==> src/rtl/ad5640_dac_sched_pkg.sv <==
// Shared types and constants for the AD5640 tuning-DAC scheduler.
// Also used by the slew-step helper.
package ad5640_sched_pkg;

  localparam int DAC_W = 14;

  typedef enum logic [2:0] {
    IDLE = 3'b001,
    STEP = 3'b010,
    HOLD = 3'b100
  } state_t;

  localparam logic SRC_HOST = 1'b0;
  localparam logic SRC_LOOP = 1'b1;

endpackage

==> src/rtl/dac_slew_step.sv <==
// One slew-limited move of a DAC code toward its target.
// The move is at most MAX_STEP codes; at_target flags that no move is needed.
module dac_slew_step
  import ad5640_sched_pkg::*;
#(
  parameter int MAX_STEP = 256
) (
  input  logic [DAC_W-1:0] current,
  input  logic [DAC_W-1:0] target,
  output logic [DAC_W-1:0] next_code,
  output logic             at_target
);

  localparam logic [DAC_W:0] MAX_STEP_C = (DAC_W+1)'(MAX_STEP);

  logic signed [DAC_W:0] diff_s;
  logic [DAC_W:0]        mag_s;
  logic [DAC_W-1:0]      step_s;

  // Signed distance to target, clamped magnitude, and move in its direction
  always_comb begin
    diff_s = $signed({1'b0, target}) - $signed({1'b0, current});
    if (diff_s[DAC_W]) begin
      mag_s = (DAC_W+1)'(-diff_s);
    end else begin
      mag_s = (DAC_W+1)'(diff_s);
    end
    if (mag_s > MAX_STEP_C) begin
      step_s = MAX_STEP_C[DAC_W-1:0];
    end else begin
      step_s = mag_s[DAC_W-1:0];
    end
    if (diff_s[DAC_W]) begin
      next_code = current - step_s;
    end else begin
      next_code = current + step_s;
    end
    at_target = (diff_s == (DAC_W+1)'(0));
  end

endmodule

==> src/rtl/ad5640_dac_sched.sv <==
// Arbitrates host and discipline-loop requests for the AD5640 tuning DAC.
// Each change is slew-limited and every step is held long enough for one SPI frame.
module ad5640_dac_sched
  import ad5640_sched_pkg::*;
#(
  parameter int               HOLD_CYCLES = 384,
  parameter int               MAX_STEP    = 256,
  parameter logic [DAC_W-1:0] RESET_CODE  = 14'h2000,
  parameter int               CNT_W       = 16
) (
  input  logic             clk,
  input  logic             rst,
  input  logic             enable,
  input  logic             host_valid,
  input  logic [DAC_W-1:0] host_data,
  output logic             host_ready,
  input  logic             loop_valid,
  input  logic [DAC_W-1:0] loop_data,
  output logic             loop_ready,
  output logic [DAC_W-1:0] dac_data,
  output logic             busy,
  output logic             last_src,
  output logic [CNT_W-1:0] update_cnt
);

  localparam logic [15:0] HOLD_LOAD = 16'(HOLD_CYCLES - 1);

  state_t           state_r;
  logic [DAC_W-1:0] dac_data_r;
  logic [DAC_W-1:0] target_r;
  logic [15:0]      hold_cnt_r;
  logic             busy_r;
  logic             last_src_r;
  logic [CNT_W-1:0] update_cnt_r;
  logic [DAC_W-1:0] next_code_s;
  logic             at_target_s;
  logic             host_accept_s;
  logic             loop_accept_s;

  // Host wins outright; the loop only sees ready when the host is not asking.
  assign host_ready    = ~rst & enable & (state_r == IDLE);
  assign loop_ready    = host_ready & ~host_valid;
  assign host_accept_s = host_valid & host_ready;
  assign loop_accept_s = loop_valid & loop_ready;

  assign dac_data   = dac_data_r;
  assign busy       = busy_r;
  assign last_src   = last_src_r;
  assign update_cnt = update_cnt_r;

  dac_slew_step #(
    .MAX_STEP (MAX_STEP)
  ) u_step (
    .current   (dac_data_r),
    .target    (target_r),
    .next_code (next_code_s),
    .at_target (at_target_s)
  );

  // Request acceptance, step/hold sequencing and registered outputs
  always_ff @(posedge clk) begin
    if (rst) begin
      state_r      <= IDLE;
      dac_data_r   <= RESET_CODE;
      target_r     <= RESET_CODE;
      hold_cnt_r   <= 16'd0;
      busy_r       <= 1'b0;
      last_src_r   <= SRC_HOST;
      update_cnt_r <= CNT_W'(0);
    end else begin
      case (state_r)
        IDLE: begin
          if (host_accept_s) begin
            target_r   <= host_data;
            last_src_r <= SRC_HOST;
            state_r    <= STEP;
            busy_r     <= 1'b1;
          end else if (loop_accept_s) begin
            target_r   <= loop_data;
            last_src_r <= SRC_LOOP;
            state_r    <= STEP;
            busy_r     <= 1'b1;
          end else begin
            busy_r <= 1'b0;
          end
        end
        STEP: begin
          if (at_target_s) begin
            state_r <= IDLE;
            busy_r  <= 1'b0;
          end else begin
            dac_data_r   <= next_code_s;
            update_cnt_r <= update_cnt_r + CNT_W'(1);
            hold_cnt_r   <= HOLD_LOAD;
            state_r      <= HOLD;
          end
        end
        HOLD: begin
          if (hold_cnt_r != 16'd0) begin
            hold_cnt_r <= hold_cnt_r - 16'd1;
          end else if ((dac_data_r == target_r) || !enable) begin
            // Dropping enable abandons the ramp at the last step taken
            state_r <= IDLE;
            busy_r  <= 1'b0;
          end else begin
            state_r <= STEP;
          end
        end
        default: begin
          state_r <= IDLE;
          busy_r  <= 1'b0;
        end
      endcase
    end
  end

endmodule

==> config.mk <==
export PLATFORM = sky130hd
export DESIGN_NAME = ad5640_dac_sched
export DESIGN_NICKNAME = d
export VERILOG_FILES = /design/src/rtl/ad5640_dac_sched_pkg.sv /design/src/rtl/dac_slew_step.sv /design/src/rtl/ad5640_dac_sched.sv
export SDC_FILE = /design/constraint.sdc
export NUM_CORES = 1
export LEC_CHECK = 0
export ABC_AREA = 1
export BUFFER_PORTS_ARGS = -buffer_cell sky130_fd_sc_hd__buf_4
export CELL_PAD_IN_SITES_DETAIL_PLACEMENT = 0
export CELL_PAD_IN_SITES_GLOBAL_PLACEMENT = 2
export CORE_ASPECT_RATIO = 1.25
export CORE_MARGIN = 3
export CORE_UTILIZATION = 34
export CTS_CLUSTER_DIAMETER = 150
export CTS_CLUSTER_SIZE = 12
export DETAILED_ROUTE_END_ITERATION = 8
export GPL_TIMING_DRIVEN = 0
export PLACE_DENSITY = 0.87
export SYNTH_ARGS = -nofsm -noshare
export SYNTH_HDL_FRONTEND = slang
export SYNTH_HIERARCHICAL = 1
export SYNTH_SLANG_ARGS = --single-unit
export TNS_END_PERCENT = 50
==> constraint.sdc <==
create_clock -name clk -period 10.1 [get_ports clk]
set_input_delay 2.02 -clock clk [delete_from_list [all_inputs] [get_ports clk]]
set_output_delay 2.02 -clock clk [all_outputs]
set_load 0.01 [all_outputs]
After elaboration in Yosys (flattened, before gate mapping)
Cells that the tools add are included.
- register bits: 65
- input port bits: 33
- output and inout port bits: 34
- word-level logic and storage cells: 65
- add/sub/neg operators: 6
- $lt $le $gt $ge: 1
- equality and inequality tests: 10
- muxes and demuxes: 22
- bitwise gates (word level): 8
- reductions and logical operators: 11
- operators by type and width (operator ; count):
    2-to-1 mux 14 bit ; 4
    2-to-1 mux 16 bit ; 2
    case mux 16 bit (2 select lines) ; 1
    adder 16 x 1 -> 16 bit (second input constant) ; 1
    nonzero test 16 bit ; 1
    subtractor 16 x 1 -> 16 bit (second input constant) ; 1
    greater-than comparator 15 x 9 -> 1 bit (second input constant) ; 1
    logical NOT 15 bit ; 1
    2-to-1 mux 15 bit ; 1
    negation 15 bit ; 1
    subtractor 14 x 14 -> 15 bit ; 1
    adder 14 bit ; 1
    equality test 14 bit ; 1
    subtractor 14 bit ; 1
    2-to-1 mux 3 bit ; 4
    != test 2 bit (second input constant) ; 5
    case mux 3 bit (3 select lines) ; 1
    2-to-1 mux 1 bit ; 7
    AND reduction 2 bit ; 3
    AND reduction 3 bit ; 2
    AND 1 bit ; 5
    nonzero test 2 bit ; 2
    equality test 3 x 1 -> 1 bit (second input constant) ; 1
    equality test 3 x 2 -> 1 bit (second input constant) ; 1
    other kinds (7) ; 9

Depth between registers and ports, before layout
- depth in word-level cells: 8
- gate-level depth with buffers: 42
- depth with buffers taken out: 42

Cells and area by module
Netlist, hierarchy kept.
- modules (own cells, without submodules) (module ; instances ; cells an instance ; area an instance (um^2) ; seq. area each (um^2)):
    ad5640_dac_sched ; 1 ; 517 ; 3385.7 ; 1301.2
    dac_slew_step ; 1 ; 463 ; 2467.4 ; 0.0

Worst setup path before layout
OpenSTA, ideal clock, no wires.
- kind: register to register
- start point: reg dac_data_r[0] (netlist: dac_data[0])
- end point: reg dac_data_r[11] (netlist: dac_data[11])
- library setup time: 116 ps
- arrival: 4774 ps
- data required time: 9984 ps
- slack: 5210 ps
- stages on the path, launching flop included: 36
- buffers on the path: 0
- clock period less this slack: 4890 ps
- cell sequence: dfxtp_1 > ha_1 > fa_1 > ha_1 > nand2_1 > nand3b_1 > nor2_2 > nand2_2 > nor2_2 > nand3_1 > nand3_1 > nand2_1 > nor2_1 > nand2_2 > inv_2 > nand2_2 > nor2_1 > inv_1 > ha_1 > nor2_1 > xor2_1 > ha_1 > nand2_1 > nor2_1 > a211oi_1 > o21ai_0 > a21oi_1 > o21bai_1 > a21oi_1 > o21bai_1 > nand2_1 > nand2_1 > a21oi_1 > xor2_1 > o21ai_0 > nor2_1
- cells in the longest elaborated chain, start to end: 7
- elaborated cells on any way between the ends: 11
- classes of those cells: 4 x add/sub; 1 x order compare; 3 x mux; 1 x bitwise; 2 x reduce/logical
- ends and longest elaborated chain (item ; RTL line ; text):
    from (decl) ; ad5640_dac_sched.sv:29 ; logic [DAC_W-1:0] dac_data_r;
    from (signal assigned) ; ad5640_dac_sched.sv:92 ; dac_data_r <= next_code_s;
    subtractor 14 x 14 -> 15 bit ; dac_slew_step.sv:22 ; diff_s = $signed({1'b0, target}) - $signed({1'b0, current});
    negation 15 bit ; dac_slew_step.sv:24 ; mag_s = (DAC_W+1)'(-diff_s);
    2-to-1 mux 15 bit ; dac_slew_step.sv:23 ; if (diff_s[DAC_W]) begin
    greater-than comparator 15 x 9 -> 1 bit ; dac_slew_step.sv:28 ; if (mag_s > MAX_STEP_C) begin
    2-to-1 mux 14 bit ; dac_slew_step.sv:28 ;
    adder 14 bit or subtractor 14 bit (tied branches) ; dac_slew_step.sv:36, dac_slew_step.sv:34 ;
    2-to-1 mux 14 bit * ; dac_slew_step.sv:33 ; if (diff_s[DAC_W]) begin
    via next_code_s[11] ; ad5640_dac_sched.sv:35 ; logic [DAC_W-1:0] next_code_s;
Mark *: on every way through the listed nets, which the timed path passes. The rest lies on a longest branch.
A chain may end at the register's enable or synchronous reset.

Worst setup path after layout
- start point: reg target_r[0]
- end point: reg dac_data_r[11] (netlist: dac_data[11])
- cells in the longest elaborated chain, start to end: 7
- elaborated cells on any way between the ends: 11
- classes of those cells: 4 x add/sub; 1 x order compare; 3 x mux; 1 x bitwise; 2 x reduce/logical
- ends and longest elaborated chain (item ; RTL line ; text):
    from (decl) ; ad5640_dac_sched.sv:30 ; logic [DAC_W-1:0] target_r;
    from (signal assigned) ; ad5640_dac_sched.sv:74 ; target_r <= host_data;
    from (signal assigned) ; ad5640_dac_sched.sv:79 ; target_r <= loop_data;
    subtractor 14 x 14 -> 15 bit * ; dac_slew_step.sv:22 ;
    negation 15 bit ; dac_slew_step.sv:24 ;
    2-to-1 mux 15 bit ; dac_slew_step.sv:23 ;
    greater-than comparator 15 x 9 -> 1 bit ; dac_slew_step.sv:28 ;
    2-to-1 mux 14 bit ; dac_slew_step.sv:28 ;
    adder 14 bit or subtractor 14 bit (tied branches) ; dac_slew_step.sv:36, dac_slew_step.sv:34 ;
    2-to-1 mux 14 bit * ; dac_slew_step.sv:33 ;
    via next_code_s[11] ; ad5640_dac_sched.sv:35 ;
Marked as above.

==> reports/qor.csv <==
stage,metric,value,unit
synthesis,synth_edf_count,0,
clocking,cts_buffers,9,
global_routing,grt_max_degree,11,
sta,fin_skew,4.28,ps
cells_and_area,area_growth_syn_to_layout,17.7,%
synthesis,synth_warnings,6,
synthesis,ys.flop_type,dfxtp_1,
power,p_per_area,350,nW/um^2
clocking,hold_buffers,0,
sta,fin_setup_tns,0,ps
clocking,root_buffer,clkbuf_16,
min_path,whs_path_depth,2,
routing,drt-initial-drc-count,227,
cells_and_area,mostFrequentLayoutCells,"nand2_1, inv_1, nor2_1",
min_path,hp-start,last_src,
synthesis,syn_avg_cell_area,5.97,sq um
clocking,clock-sinks,65,
synthesis,syn_inst,980,
clocking,cts_resized,0,
die,fp.dieArea,18800,sq um
sta,hold_viol,0,
routing,routed_wl,18300,microns
clocking,clk_latency,330,ps
die,die_h,153,microns
clocking,cts_tree,built,
global_routing,grt_usage,19.7,%
cells_and_area,multiInputGateArea,3800,sq um
placement,place_congestion,0.851,
cells_and_area,drive_gt1_share,14.4,%
routing,drtPass1Iterations,4,
worst_setup_path,crit_required,10370,ps
die,io-pin-count,67,
worst_setup_path,cp-end-kind,flip-flop,
sta,fin_ws,4120,ps
sta,final-setup-viol-count,0,
cells_and_area,regArea,1300,sq um
worst_setup_path,reg2regPathDepth,36,
routing,remaining_drc_errors,0,
worst_setup_path,slowest_delay,400,ps
clocking,cts_max_level,3,
min_path,hp-class,flip-flop to flip-flop,
synthesis,ys_types,45,
placement,dp_cells,1265,
cells_and_area,diodes,0,
worst_setup_path,start_kind,flip-flop,
routing,vias_per_cell,4.72,
flow_run,cap_violations,0,
cells_and_area,fin_cells,1281,
outcome,run_status,"finished, final reports clean",
power,power.leakage,0.00339,uW
die,core,16800,sq um
global_routing,first_global_vias,5789,
worst_setup_path,crit_type,flip-flop to flip-flop,
sta,timing.fmax,167,MHz
worst_setup_path,crit_start,target_r[0],
clocking,clockBufferDepth,2,
global_routing,grt_pass1_wl,29400,microns
routing,wire_per_inst,14.3,microns
global_routing,antenna_found_initial,0,
cells_and_area,final_common_cell,nand2_1,
global_routing,grt_overflow,0,
cells_and_area,final_nets,1122,
placement,pre_cts_ws,4040,ps
worst_setup_path,r2r-start,target_r[0],
sta,period_share,59.2,%
cells_and_area,post-route-util,40.9,%
die,row_count,53,
power,peakVddDrop,0.118,mV
sta,rsz0062_at_grt,false,
worst_setup_path,arrival,6260,ps
sta,max_slew_margin,36.9,%
placement,dp_hpwl,15200,microns
worst_setup_path,slowest_stage,dfxtp_1,
worst_setup_path,path_max_fanout,5,
clocking,clk_pin_slew,50,ps
die,start_util,34.7,%
routing,drtAntennaViolNets,0,
placement,io_buffers,65,
routing,num_vias,6045,
die,die_w,123,microns
synthesis,syn_area,5850,sq um
synthesis,syn_nets,1046,
synthesis,synth-seq-area-share,22.2,%
sta,slew_violations,0,
synthesis,synthArstFlopShare,0,%
clocking,cts_setup_buffers,0,
sta,period_minus_slack,5980,ps
sta,tightestPinTransition,937,ps
synthesis,ys_ff_latch,65,
sta,whs,475,ps
cells_and_area,fillerInstances,1949,
stage by stage:
step / cell area (sq um) / power, uW
after detailed placement: 6620 / 2140
after floorplan: 5850 / 1710
after CTS: 6890 / 2440
after global placement: 6620 / 2140
after global routing: 6890 / 2660
final: 6890 / 2410
cell type report:
class	instances	share of cell area, %
Buffer	20	1.78
Sequential cell	65	18.9
Inverter	167	9.11
Multi-Input combinational cell	728	55.2
Clock inverter	3	0.218
Tap cell	220	3.99
Timing Repair Buffer	65	7.08
Clock buffer	13	3.78
critical path: cells and delay by family, from the launching register on:
kind / cells / cell delay, ps
AND/OR/NAND/NOR: 19 / 2260
AO/OA/AOI/OAI: 8 / 1420
adder cells (fa/ha/maj): 4 / 1130
XOR/XNOR: 2 / 420
flip-flops: 1 / 400
buffers and inverters: 3 / 300
state kept, by name, summed over array words and instances (netlist names):
register,count
state_r,3
busy,1
target_r,14
update_cnt,16
hold_cnt_r,16
dac_data,14
last_src,1
cells in the mapped netlist (all sizes together), types with 2 or more instances:
cell type / n / area (sq um)
o21ai: 54 / 270
o21bai: 3 / 22.5
nor2: 104 / 455
a31oi: 12 / 75.1
fa: 2 / 40.0
buf: 13 / 96.3
nor3: 17 / 113
o31ai: 2 / 15.0
nor3b: 2 / 15.0
a211oi: 2 / 15.0
xor2: 23 / 201
nand3: 74 / 400
nand3b: 4 / 30.0
clkinv: 2 / 8.75
xnor2: 2 / 17.5
o211ai: 3 / 22.5
ha: 31 / 388
nand4: 15 / 93.8
clkbuf: 7 / 26.3
inv: 165 / 619
nand2: 305 / 1230
dfxtp: 65 / 1300
a21oi: 66 / 345
layer usage:
metal  global-route usage (%)  vias to the layer above  share of wire [%]
li1                         -                     3266                  -
met1                     22.9                     2681                 43
met2                     36.8                       76                 53
met3                     2.53                       22                2.6
met4                     5.91                        0                2.0
met5                        0                        -                  0
path summary, 6_finish.rpt:
path                  endpoint  slack [ps]
setup / recovery  dac_data[11]        4120
hold / removal        last_src         480
setup reg to reg  dac_data[11]        4120
hold reg to reg       last_src         480
where the power goes:
part           switching (uW)  leakage [uW]  internal [uW]
Clock                     113      0.000139            178
Combinational            1180       0.00273            599
Sequential               43.1      0.000527            291
Total                    1340       0.00339           1070
logic make-up (layout without fill, tap and decap cells):
family | count (synthesis) | count (layout) | share of synthesized area [%]
flip-flops | 65 | 65 | 22.2
XOR/XNOR | 25 | 25 | 3.74
buffers and inverters | 187 | 268 | 12.8
AND/OR/NAND/NOR | 524 | 524 | 40.2
adder cells (fa/ha/maj) | 33 | 33 | 7.31
AO/OA/AOI/OAI | 146 | 146 | 13.7
Note: power is estimated with default switching activity, not from simulation.
